### src/rtl/sram_like_arbiter.sv
// N-to-1 arbiter for the sram-like memory interface (req / addr_ok / data_ok).
// Merges the master channels onto one slave port. A channel-id FIFO records
// the order of accepted requests so that in-order slave responses can be
// routed back to the channel that issued them.
module sram_like_arbiter #(
    parameter int NUM_CH  = 2,
    parameter int DEPTH   = 4,
    parameter int RR_MODE = 1
) (
    input  logic                         clk,
    input  logic                         resetn,
    input  logic [NUM_CH-1:0]            m_req,
    input  logic [NUM_CH-1:0]            m_wr,
    input  logic [2*NUM_CH-1:0]          m_size,
    input  logic [32*NUM_CH-1:0]         m_addr,
    input  logic [4*NUM_CH-1:0]          m_wstrb,
    input  logic [32*NUM_CH-1:0]         m_wdata,
    output logic [NUM_CH-1:0]            m_addr_ok,
    output logic [NUM_CH-1:0]            m_data_ok,
    output logic [31:0]                  m_rdata,
    output logic                         s_req,
    output logic                         s_wr,
    output logic [1:0]                   s_size,
    output logic [31:0]                  s_addr,
    output logic [3:0]                   s_wstrb,
    output logic [31:0]                  s_wdata,
    input  logic                         s_addr_ok,
    input  logic                         s_data_ok,
    input  logic [31:0]                  s_rdata,
    output logic [$clog2(DEPTH+1)-1:0]   outstanding,
    output logic                         resp_err
);

    localparam int CW = $clog2(NUM_CH);
    localparam int AW = $clog2(DEPTH);
    localparam int OW = $clog2(DEPTH+1);

    typedef struct packed {
        logic        wr;
        logic [1:0]  size;
        logic [31:0] addr;
        logic [3:0]  wstrb;
        logic [31:0] wdata;
    } sram_req_t;

    sram_req_t [NUM_CH-1:0] ch_req;
    sram_req_t              sel;

    logic          lock_valid;
    logic [CW-1:0] lock_ch;
    logic [CW-1:0] rr_ptr;
    logic [CW-1:0] base;
    logic [CW-1:0] winner;
    logic [CW-1:0] grant;
    logic [CW:0]   sum;
    logic [CW-1:0] cand;
    logic          found;

    logic [CW-1:0] fifo_mem [DEPTH];
    logic [AW-1:0] wr_ptr;
    logic [AW-1:0] rd_ptr;
    logic [OW-1:0] count;
    logic [CW-1:0] head;

    logic full;
    logic accept;
    logic pop;

    // Pack each channel's request fields so the slave mux is a single select.
    genvar i;
    for (i = 0; i < NUM_CH; i++) begin : g_ch
        assign ch_req[i] = {m_wr[i], m_size[2*i +: 2], m_addr[32*i +: 32],
                            m_wstrb[4*i +: 4], m_wdata[32*i +: 32]};
    end

    // Fixed priority is just round-robin with the search always starting at 0.
    assign base = (RR_MODE != 0) ? rr_ptr : '0;

    // Search for the first requester starting at base, wrapping mod NUM_CH.
    always_comb begin
        winner = '0;
        found  = 1'b0;
        sum    = '0;
        cand   = '0;
        for (int k = 0; k < NUM_CH; k++) begin
            sum = {1'b0, base} + (CW+1)'(k);
            if (sum >= (CW+1)'(NUM_CH))
                sum = sum - (CW+1)'(NUM_CH);
            cand = sum[CW-1:0];
            if (!found && m_req[cand]) begin
                found  = 1'b1;
                winner = cand;
            end
        end
    end

    // A stalled request keeps the slave until accepted, so its fields stay stable.
    assign grant  = lock_valid ? lock_ch : winner;
    assign full   = (count == OW'(DEPTH));
    assign s_req  = (lock_valid | (|m_req)) & ~full;
    assign accept = s_req & s_addr_ok;
    assign pop    = s_data_ok & (count != '0);
    assign head   = fifo_mem[rd_ptr];

    assign sel     = ch_req[grant];
    assign s_wr    = sel.wr;
    assign s_size  = sel.size;
    assign s_addr  = sel.addr;
    assign s_wstrb = sel.wstrb;
    assign s_wdata = sel.wdata;

    assign m_rdata     = s_rdata;
    assign outstanding = count;

    // One-hot handshake returns to the granted channel and the FIFO head.
    always_comb begin
        m_addr_ok = '0;
        m_data_ok = '0;
        if (accept)
            m_addr_ok[grant] = 1'b1;
        if (pop)
            m_data_ok[head] = 1'b1;
    end

    // Lock holds the grant across slave stalls; rr_ptr moves past each winner.
    always_ff @(posedge clk or negedge resetn) begin
        if (!resetn) begin
            lock_valid <= 1'b0;
            lock_ch    <= '0;
            rr_ptr     <= '0;
        end else begin
            if (s_req && !s_addr_ok) begin
                lock_valid <= 1'b1;
                lock_ch    <= grant;
            end else if (s_addr_ok) begin
                lock_valid <= 1'b0;
            end
            if (RR_MODE != 0 && accept)
                rr_ptr <= (grant == CW'(NUM_CH-1)) ? '0 : grant + CW'(1);
        end
    end

    // Channel-id storage; contents are meaningless outside [rd_ptr, wr_ptr).
    always_ff @(posedge clk) begin
        if (accept)
            fifo_mem[wr_ptr] <= grant;
    end

    // FIFO pointers, occupancy and the sticky spurious-response flag.
    always_ff @(posedge clk or negedge resetn) begin
        if (!resetn) begin
            wr_ptr   <= '0;
            rd_ptr   <= '0;
            count    <= '0;
            resp_err <= 1'b0;
        end else begin
            if (accept)
                wr_ptr <= wr_ptr + AW'(1);
            if (pop)
                rd_ptr <= rd_ptr + AW'(1);
            case ({accept, pop})
                2'b10:   count <= count + OW'(1);
                2'b01:   count <= count - OW'(1);
                default: count <= count;
            endcase
            if (s_data_ok && count == '0)
                resp_err <= 1'b1;
        end
    end

endmodule

### config.mk
export PLATFORM = sky130hd
export DESIGN_NAME = sram_like_arbiter
export DESIGN_NICKNAME = d
export VERILOG_FILES = /design/src/rtl/sram_like_arbiter.sv
export SDC_FILE = /design/constraint.sdc
export NUM_CORES = 1
export LEC_CHECK = 0
export CAP_MARGIN = 20
export CORE_AREA = 3 3 112 114
export CTS_BUF_LIST = sky130_fd_sc_hd__clkbuf_4 sky130_fd_sc_hd__clkbuf_8
export DETAILED_ROUTE_END_ITERATION = 8
export DIE_AREA = 0 0 115 117
export PLACE_DENSITY_LB_ADDON = 0.3
export SLEW_MARGIN = 20
export SYNTH_ARGS = -nofsm -noshare
export SYNTH_HDL_FRONTEND = slang
export SYNTH_SLANG_ARGS = --single-unit
### constraint.sdc
create_clock -name clk -period 5.8 [get_ports clk]
set_clock_uncertainty 0.05 [all_clocks]
set_input_delay 0.87 -clock clk [delete_from_list [all_inputs] [get_ports clk]]
set_output_delay 0.87 -clock clk [all_outputs]
set_load 0.02 [all_outputs]
==> key figures, run 1 <==
Yosys
  – Mean Syn Cell Area: ~12 sq um
  – Top cells by area, synth: mux2_4, mux2_2, dfrtp_1, buf_4, edfxtp_1
  – Post-synthesis adder-cell area fraction: 3.974%
  – Mapped Cells: around 180
  – Fraction of registers with async set/reset: between 70% and 80%
  – Mapped Nets: around 360
  – Most used DFF post-synth: dfrtp_1
  – Yosys top cell by area: mux2_4
  – Register area share after synthesis: around a fifth
  – Post-Synth XOR/XNOR Area: around 2.5%
  – Post-synthesis register bit count: 15
  – Yosys warns: 0
  – Unique cell type count in the Yosys netlist: 31
  – Yosys top cell area share: about 25%
  – Synth Cell Area: 2078 sq um
  – Complex-gate fraction of the synthesized area: 2.408%
  – Synth Area in Simple Gates: 6.442%
  – Post-synth EDFFs: 4
  – Largest family of logic cells by synthesized area: multiplexers
  – Post-synthesis mux area share: approximately 48%

Power
  – Sw Pwr: roughly 510 uW
  – Flop pwr share: 15.8%
  – Pwr/cell area: 303.2 nW/um^2
  – Switching share of power: ~40%
  – Combinational power share: about 78%
  – Leak: approximately 1.7 nW
  – P_int: between 700 and 800 uW
  – Clk network pwr share: 6.6%
  – Final Total Pwr: roughly 1.3 mW
  – VDD IR-drop max: approximately 0.15 mV

Routing
  – DR vias/cell: between 4 and 5
  – DR vias: ~2000
  – Number of DRC markers in iteration 0: 59
  – Post-route DRC: 0
  – Drt total wl: between 7000 and 8000 um
  – Antenna viol nets, final: 0
  – 1st-pass router iterations: 3
  – Drt wl/cell: 15.41 um

Setup path
  – Worst r2r dst: outstanding[2]
  – Worst setup SP type: input port
  – CP required: a little under 5 ns
  – Crit. End Element: primary output
  – Crit path launch: m_req[0]
  – R2R Path Start: outstanding[2]
  – CP Class: in2out
  – Worst R2R Path Depth: 8
  – R2R Setup Slk: between 3 and 4 ns
  – Worst Path Max Fanout: 44
  – Crit path to: s_addr[15]
  – Arr. time, crit path: roughly 3.2 ns

Clock tree
  – Post-CTS Hold Fix Bufs: 0
  – Clock slew at reported path FFs: 0.05 ns
  – CTS tree: built
  – Setup Fix Bufs, Post-CTS: 0
  – H-tree levels: 1
  – CTS sink cnt: 15
  – Skew-Pair Late Insertion Delay: ~0.24 ns
  – Root Buffer: clkbuf_8
  – TritonCTS buffer count: 3
  – Post-CTS Resized: 0
  – Clk buf depth: 2

Cells and area
  – FF+latch area: roughly 400 sq um
  – Most frequent cells in the layout: clkdlybuf4s50_1, mux2_2, mux2_4
  – Fill cells: around 1200
  – Final Net Count: around 560
  – Share of layout cells above drive strength 1: 22.83%
  – Final core occ: 36.89%
  – Layout overhead on the synthesized area: 104.4%
  – Multi-input gate area: 1315 sq um
  – N_diodes: 0
  – Commonest non-fill, non-tap cell in the layout: clkdlybuf4s50_1

Timing
  – Max-slew headroom: 49.11%
  – Final Max Tran Viols: 0
  – Final setup vio count: 0
  – Period minus WS final: between 4 and 5 ns
  – Worst slew pin tran: roughly 0.76 ns
  – RSZ-0062 raised after global routing: no
  – Final hold vios: 0
  – Fmax: 240.3 MHz
  – Final worst path period share: 71.75%
  – Setup TNS: 0 ns

Floorplanning
  – Die X: 115 um
  – Chip Height: about 120 um
  – Die area: about 13000 sq um
  – Core box area: ~12000 sq um
  – Ports: 292
  – Initial Utilization: between 10% and 20%
  – Row cnt: 39

Outcome
  – Status: finished, final reports clean

Placed design
  – RD Place Congestion: 0.6964
  – Hpwl dp: roughly 6900 um
  – Buffers on Ports: roughly 230

Global route
  – Global-route wire length before repair: about 11000 um
  – Number of global-route vias before repair: between 2000 and 2500
  – GRT Residual Overflow: 0
  – Antenna violations before repair: 0
  – Pin count of the biggest net entering global routing: 45
  – Total track usage: slightly above 10%

Min path
  – Worst hold-check path type: reg2reg

Flow run
  – Max Cap Violations: 0
-- worst min-delay path by stage --
stage	slack, ns	start	depth (start not counted)	to
final	0.43	resp_err	1	resp_err
after global placement	0.41	resp_err	1	resp_err
after CTS	0.43	resp_err	1	resp_err
after detailed placement	0.41	resp_err	1	resp_err
after global routing	0.46	resp_err	1	resp_err
after floorplan	0.40	rd_ptr[1]	1	rd_ptr[1]
-- sequential cells by signal, indices dropped and copies added (netlist names) --
register	count
lock_valid	1
wr_ptr	2
outstanding	3
rd_ptr	2
fifo_mem	4
resp_err	1
lock_ch	1
base	1
-- cell type report --
type	count	share of cell area, %
timing repair buffer	229	53.84
multi-input combinational	114	30.96
sequential	15	9.308
tap	143	4.212
clock buffer	4	1.149
inverter	6	0.5302
-- Yosys cell counts, types with 2 or more instances --
master    number
xor2_1         3
buf_4         35
nand2_1        2
inv_1          6
nor2b_1        2
dfrtp_1       11
buf_12         3
xnor2_1        3
mux2_4        35
edfxtp_1       4
buf_6          2
mux2i_1        2
ha_1           5
a21oi_1        2
nor2_1         4
nor3_1         2
and3_1         4
mux2_2        37
-- worst max-delay path, cell delays in order --
cell             delay (ns)
clkdlybuf4s50_1        0.43
nor2b_2                0.18
o21ai_4                0.14
buf_4                  0.59
mux2_2                 0.41
clkdlybuf4s50_1        0.55
-- per-layer routing --
layer	part of all wire (%)	GRT usage, %	vias up
met4	1.2	2.113	0
met1	35	11.57	917
met2	53	18.36	140
met3	11	4.062	20
met5	0	0	-
li1	-	-	968
-- cell families after synthesis --
logic type | Yosys count
AND/OR/NAND/NOR | 20
AO/OA/AOI/OAI | 6
multiplexers | 76
buffers and inverters | 46
adder cells (fa/ha/maj) | 6
flip-flops | 15
XOR/XNOR | 6
-- power by group through the flow --
stage	clock, mW	sequential [mW]	combinational (mW)
after global placement	0	0.205	1.01
after detailed placement	0	0.206	1.01
after CTS	0.0894	0.205	1.02
after global routing	0.0945	0.214	1.07
final	0.0855	0.204	0.998
after floorplan	0	0.211	0.641
-- per-stage QoR --
stage | std cells | cell area, sq um | hold slack, ns | worst slack [ns]
after floorplan | 175 | 2078 | 0.4028 | 2.993
after global placement | 507 | 4199 | 0.4120 | 1.648
after detailed placement | 507 | 4199 | 0.4138 | 1.632
after CTS | 511 | 4248 | 0.4268 | 1.626
after global routing | 511 | 4248 | 0.4640 | 1.541
final | 511 | 4248 | 0.4284 | 1.639
No activity file was read; power rests on OpenSTA's default activity.
==> run 2, diff against run 1 <==
--- a/config.mk
+++ b/config.mk
@@ -6,10 +6,10 @@
 export NUM_CORES = 1
 export LEC_CHECK = 0
 export CAP_MARGIN = 20
-export CORE_AREA = 3 3 112 114
+export CORE_AREA = 3 3 111 113
 export CTS_BUF_LIST = sky130_fd_sc_hd__clkbuf_4 sky130_fd_sc_hd__clkbuf_8
 export DETAILED_ROUTE_END_ITERATION = 8
-export DIE_AREA = 0 0 115 117
+export DIE_AREA = 0 0 114 116
 export PLACE_DENSITY_LB_ADDON = 0.3
 export SLEW_MARGIN = 20
 export SYNTH_ARGS = -nofsm -noshare
==> constraint.sdc (replaced) <==
create_clock -name clk -period 3.5 [get_ports clk]
set_clock_uncertainty 0.05 [all_clocks]
set_input_delay 0.525 -clock clk [delete_from_list [all_inputs] [get_ports clk]]
set_output_delay 0.525 -clock clk [all_outputs]
set_load 0.02 [all_outputs]
==> run 2 against run 1 <==
  * Combinational power is 71% higher
  * Critical path depth stayed put
  * Total power is 69% higher
  * Sequential power is 63% higher
  * Critical endpoint is now s_addr[7]
  * Largest cell class unchanged
  * Highest routed layer unchanged
==> key figures, run 2 (synthesis gave the netlist of run 1 again) <==
Outcome
  – Status: finished, final reports clean (unchanged)

Routing
  – Number of DRC markers in iteration 0: 51 (was 59)
  – DR vias/cell: 4.016 (was 4.002)
  – Antenna viol nets, final: 0 (unchanged)
  – DR vias: 2052 (was 2045)
  – 1st-pass router iterations: 4 (was 3)
  – Post-route DRC: 0 (unchanged)
  – Drt total wl: 9062 um (was 7875 um)
  – Drt wl/cell: 17.73 um (was 15.41 um)

Setup path
  – R2R Setup Slk: 1.30 ns (was 3.61 ns)
  – Largest stage delay on the critical path: 0.55 ns (was 0.59 ns)
  – CP required: 2.92 ns (was 4.88 ns)
  – Slowest-stage cell, CP: clkdlybuf4s50_1 (was buf_4)
  – Arr. time, crit path: 2.62 ns (was 3.24 ns)
  – Worst setup SP type: input port (unchanged)
  – CP Buf/Inv Count: 3 (unchanged)
  – Family with the most delay on the worst path: buffers and inverters (unchanged)
  – Worst Path Max Fanout: 49 (was 44)
  – CP Cell Sequence: clkdlybuf4s50_1, nor2b_2, o21ai_4, buf_12, mux2_2, clkdlybuf4s50_1 (was clkdlybuf4s50_1, nor2b_2, o21ai_4, buf_4, mux2_2, clkdlybuf4s50_1)
  – Stages on the worst setup path: 6 (unchanged)
  – Crit path launch: m_req[0] (unchanged)
  – Worst R2R Path Depth: 8 (unchanged)
  – Most used cell, CP: clkdlybuf4s50_1 (unchanged)
  – CP Class: in2out (unchanged)
  – Crit. End Element: primary output (unchanged)
  – R2R Path Start: outstanding[2] (unchanged)
  – Worst r2r dst: outstanding[2] (unchanged)
  – Crit path to: s_addr[7] (was s_addr[15])

Cells and area
  – Post-route non-filler standard cell count: 511 (unchanged)
  – Largest reg by FF count: fifo_mem (unchanged)
  – Most frequent cells in the layout: clkdlybuf4s50_1, mux2_2, mux2_4 (unchanged)
  – Fill cells: 1132 (was 1170)
  – N_diodes: 0 (unchanged)
  – Final Net Count: 555 (unchanged)
  – Share of layout cells above drive strength 1: 24.18% (was 22.83%)
  – Commonest non-fill, non-tap cell in the layout: clkdlybuf4s50_1 (unchanged)
  – Layout overhead on the synthesized area: 104.9% (was 104.4%)
  – Max FFs per register: 4 (unchanged)
  – Post-route cell area: 4258 sq um (was 4248 sq um)

Clock tree
  – Post-CTS Resized: 0 (unchanged)
  – Clk buf depth: 2 (unchanged)
  – Skew-Pair Late Insertion Delay: 0.24 ns (about the same)
  – Setup Fix Bufs, Post-CTS: 0 (unchanged)
  – TritonCTS buffer count: 3 (unchanged)
  – H-tree levels: 1 (unchanged)
  – Root Buffer: clkbuf_8 (unchanged)
  – CTS tree: built (unchanged)
  – Clock slew at reported path FFs: 0.06 ns (was 0.05 ns)
  – Post-CTS Hold Fix Bufs: 0 (unchanged)
  – CTS sink cnt: 15 (unchanged)

Global route
  – Global-route wire length before repair: 12390 um (was 11060 um)
  – Antenna violations before repair: 0 (unchanged)
  – GRT Residual Overflow: 0 (unchanged)
  – Number of global-route vias before repair: 2159 (was 2130)
  – Pin count of the biggest net entering global routing: 50 (was 45)
  – Total track usage: 12.18% (was 10.26%)

Floorplanning
  – Core box area: 11420 sq um (was 11520 sq um)
  – Die X: 114 um (was 115 um)
  – Ports: 292 (unchanged)
  – Die area: 13220 sq um (was 13460 sq um)
  – Row cnt: 39 (unchanged)
  – Chip Height: 116 um (was 117 um)
  – Initial Utilization: 18.20% (was 18.05%)

Timing
  – Period minus WS final: 3.193 ns
  – Final Max Tran Viols: 0 (unchanged)
  – Setup TNS: 0 ns (unchanged)
  – Final setup vio count: 0 (unchanged)
  – Final worst path period share: between 90% and 100%
  – Worst slew pin tran: 0.5006 ns (was 0.7634 ns)
  – RSZ-0062 raised after global routing: no (unchanged)
  – Fmax: around 310 MHz
  – Final hold vios: 0 (unchanged)
  – Max-slew headroom: 66.52% (was 49.11%)

Placed design
  – Placed Area: 4212 sq um (was 4199 sq um)
  – RD Place Congestion: 0.7191 (was 0.6964)
  – Hpwl dp: 7788 um (was 6894 um)
  – Buffers on Ports: 227 (unchanged)
  – Placed cell count: 507 (unchanged)

Power
  – VDD IR-drop max: 0.4018 mV (was 0.1468 mV)
  – Pwr/cell area: 511.5 nW/um^2 (was 303.2 nW/um^2)
  – Leak: 1.713 nW (was 1.702 nW)

Min path
  – Worst hold-check path type: reg2reg (unchanged)

Flow run
  – Max Cap Violations: 0 (unchanged)
## run 2: cell types whose count changed in the layout (fill, tap and decap cells not counted), sizes merged
cell / previous run / this run
clkinv: 0 / 1
buf: 2 / 7
clkdlybuf4s50: 227 / 222
clkbuf: 4 / 3
## run 2: area by class of cell
class                   instances  area, sq um  share of cell area, %
repair buffers                229         2300                  54.01
multi-input cells             114         1315                  30.88
flip-flops and latches         15        395.4                  9.286
well taps                     143        178.9                  4.202
clock buffers                   3        41.29                 0.9697
inverters                       6        22.52                 0.5289
clock inverters                 1        5.005                 0.1175
## run 2: power by group
group | switching (mW) | internal, mW | total [mW] | leakage, nW
clock | 0.0599 | 0.0786 | 0.139 | 0.0255
sequential | 0.0743 | 0.259 | 0.333 | 0.163
combinational | 0.756 | 0.950 | 1.71 | 1.52
total | 0.890 | 1.29 | 2.18 | 1.71
## run 2: worst min-delay path by stage
stage,start,endpoint,cells after the start
2_1_floorplan,resetn,base,0
3_3_place_gp,resp_err,resp_err,1
3_5_place_dp,resp_err,resp_err,1
4_1_cts,resp_err,resp_err,1
5_1_grt,resp_err,resp_err,1
6_report,resp_err,resp_err,1
## run 2: through the flow
| stage | hold slack, ns | power, mW | util [%] | setup slack (ns) |
|---|---|---|---|---|
| 6_report | 0.4158 | 2.178 | 37.29 | 0.3072 |
| 5_1_grt | 0.4444 | 2.313 | 37.29 | 0.2196 |
| 4_1_cts | 0.4206 | 2.208 | 37.29 | 0.3013 |
| 3_5_place_dp | 0.4089 | 2.052 | 36.88 | 0.3070 |
| 3_3_place_gp | 0.3885 | 2.050 | 36.88 | 0.3130 |
| 2_1_floorplan | 0.1794 | 1.412 | - | 1.316 |
## run 2: worst reg2reg max path, delay by kind of cell (launching register included)
kind                       cells  cell delay (ns)
and+or+nand+nor                3             0.68
adders and majority gates      2             0.58
DFF                            1             0.47
xor gates and xnor gates       2             0.30
buffers and inverters          1             0.06
## run 2: layer usage
metal,track usage (%),vias to the layer above,share of wire (%)
met5,0,-,0
met4,2.217,0,0.36
met3,5.535,6,14
met2,18.62,151,47
met1,15.99,922,39
li1,-,973,-
==> run 3, diff against run 2 <==
--- a/config.mk
+++ b/config.mk
@@ -10,7 +10,9 @@
 export CTS_BUF_LIST = sky130_fd_sc_hd__clkbuf_4 sky130_fd_sc_hd__clkbuf_8
 export DETAILED_ROUTE_END_ITERATION = 8
 export DIE_AREA = 0 0 114 116
+export HOLD_SLACK_MARGIN = 0.02
 export PLACE_DENSITY_LB_ADDON = 0.3
+export SKIP_CTS_REPAIR_TIMING = 1
 export SLEW_MARGIN = 20
 export SYNTH_ARGS = -nofsm -noshare
 export SYNTH_HDL_FRONTEND = slang
==> results of run 3 <==
The final DEF is identical to that of run 2; final timing and power are the same.
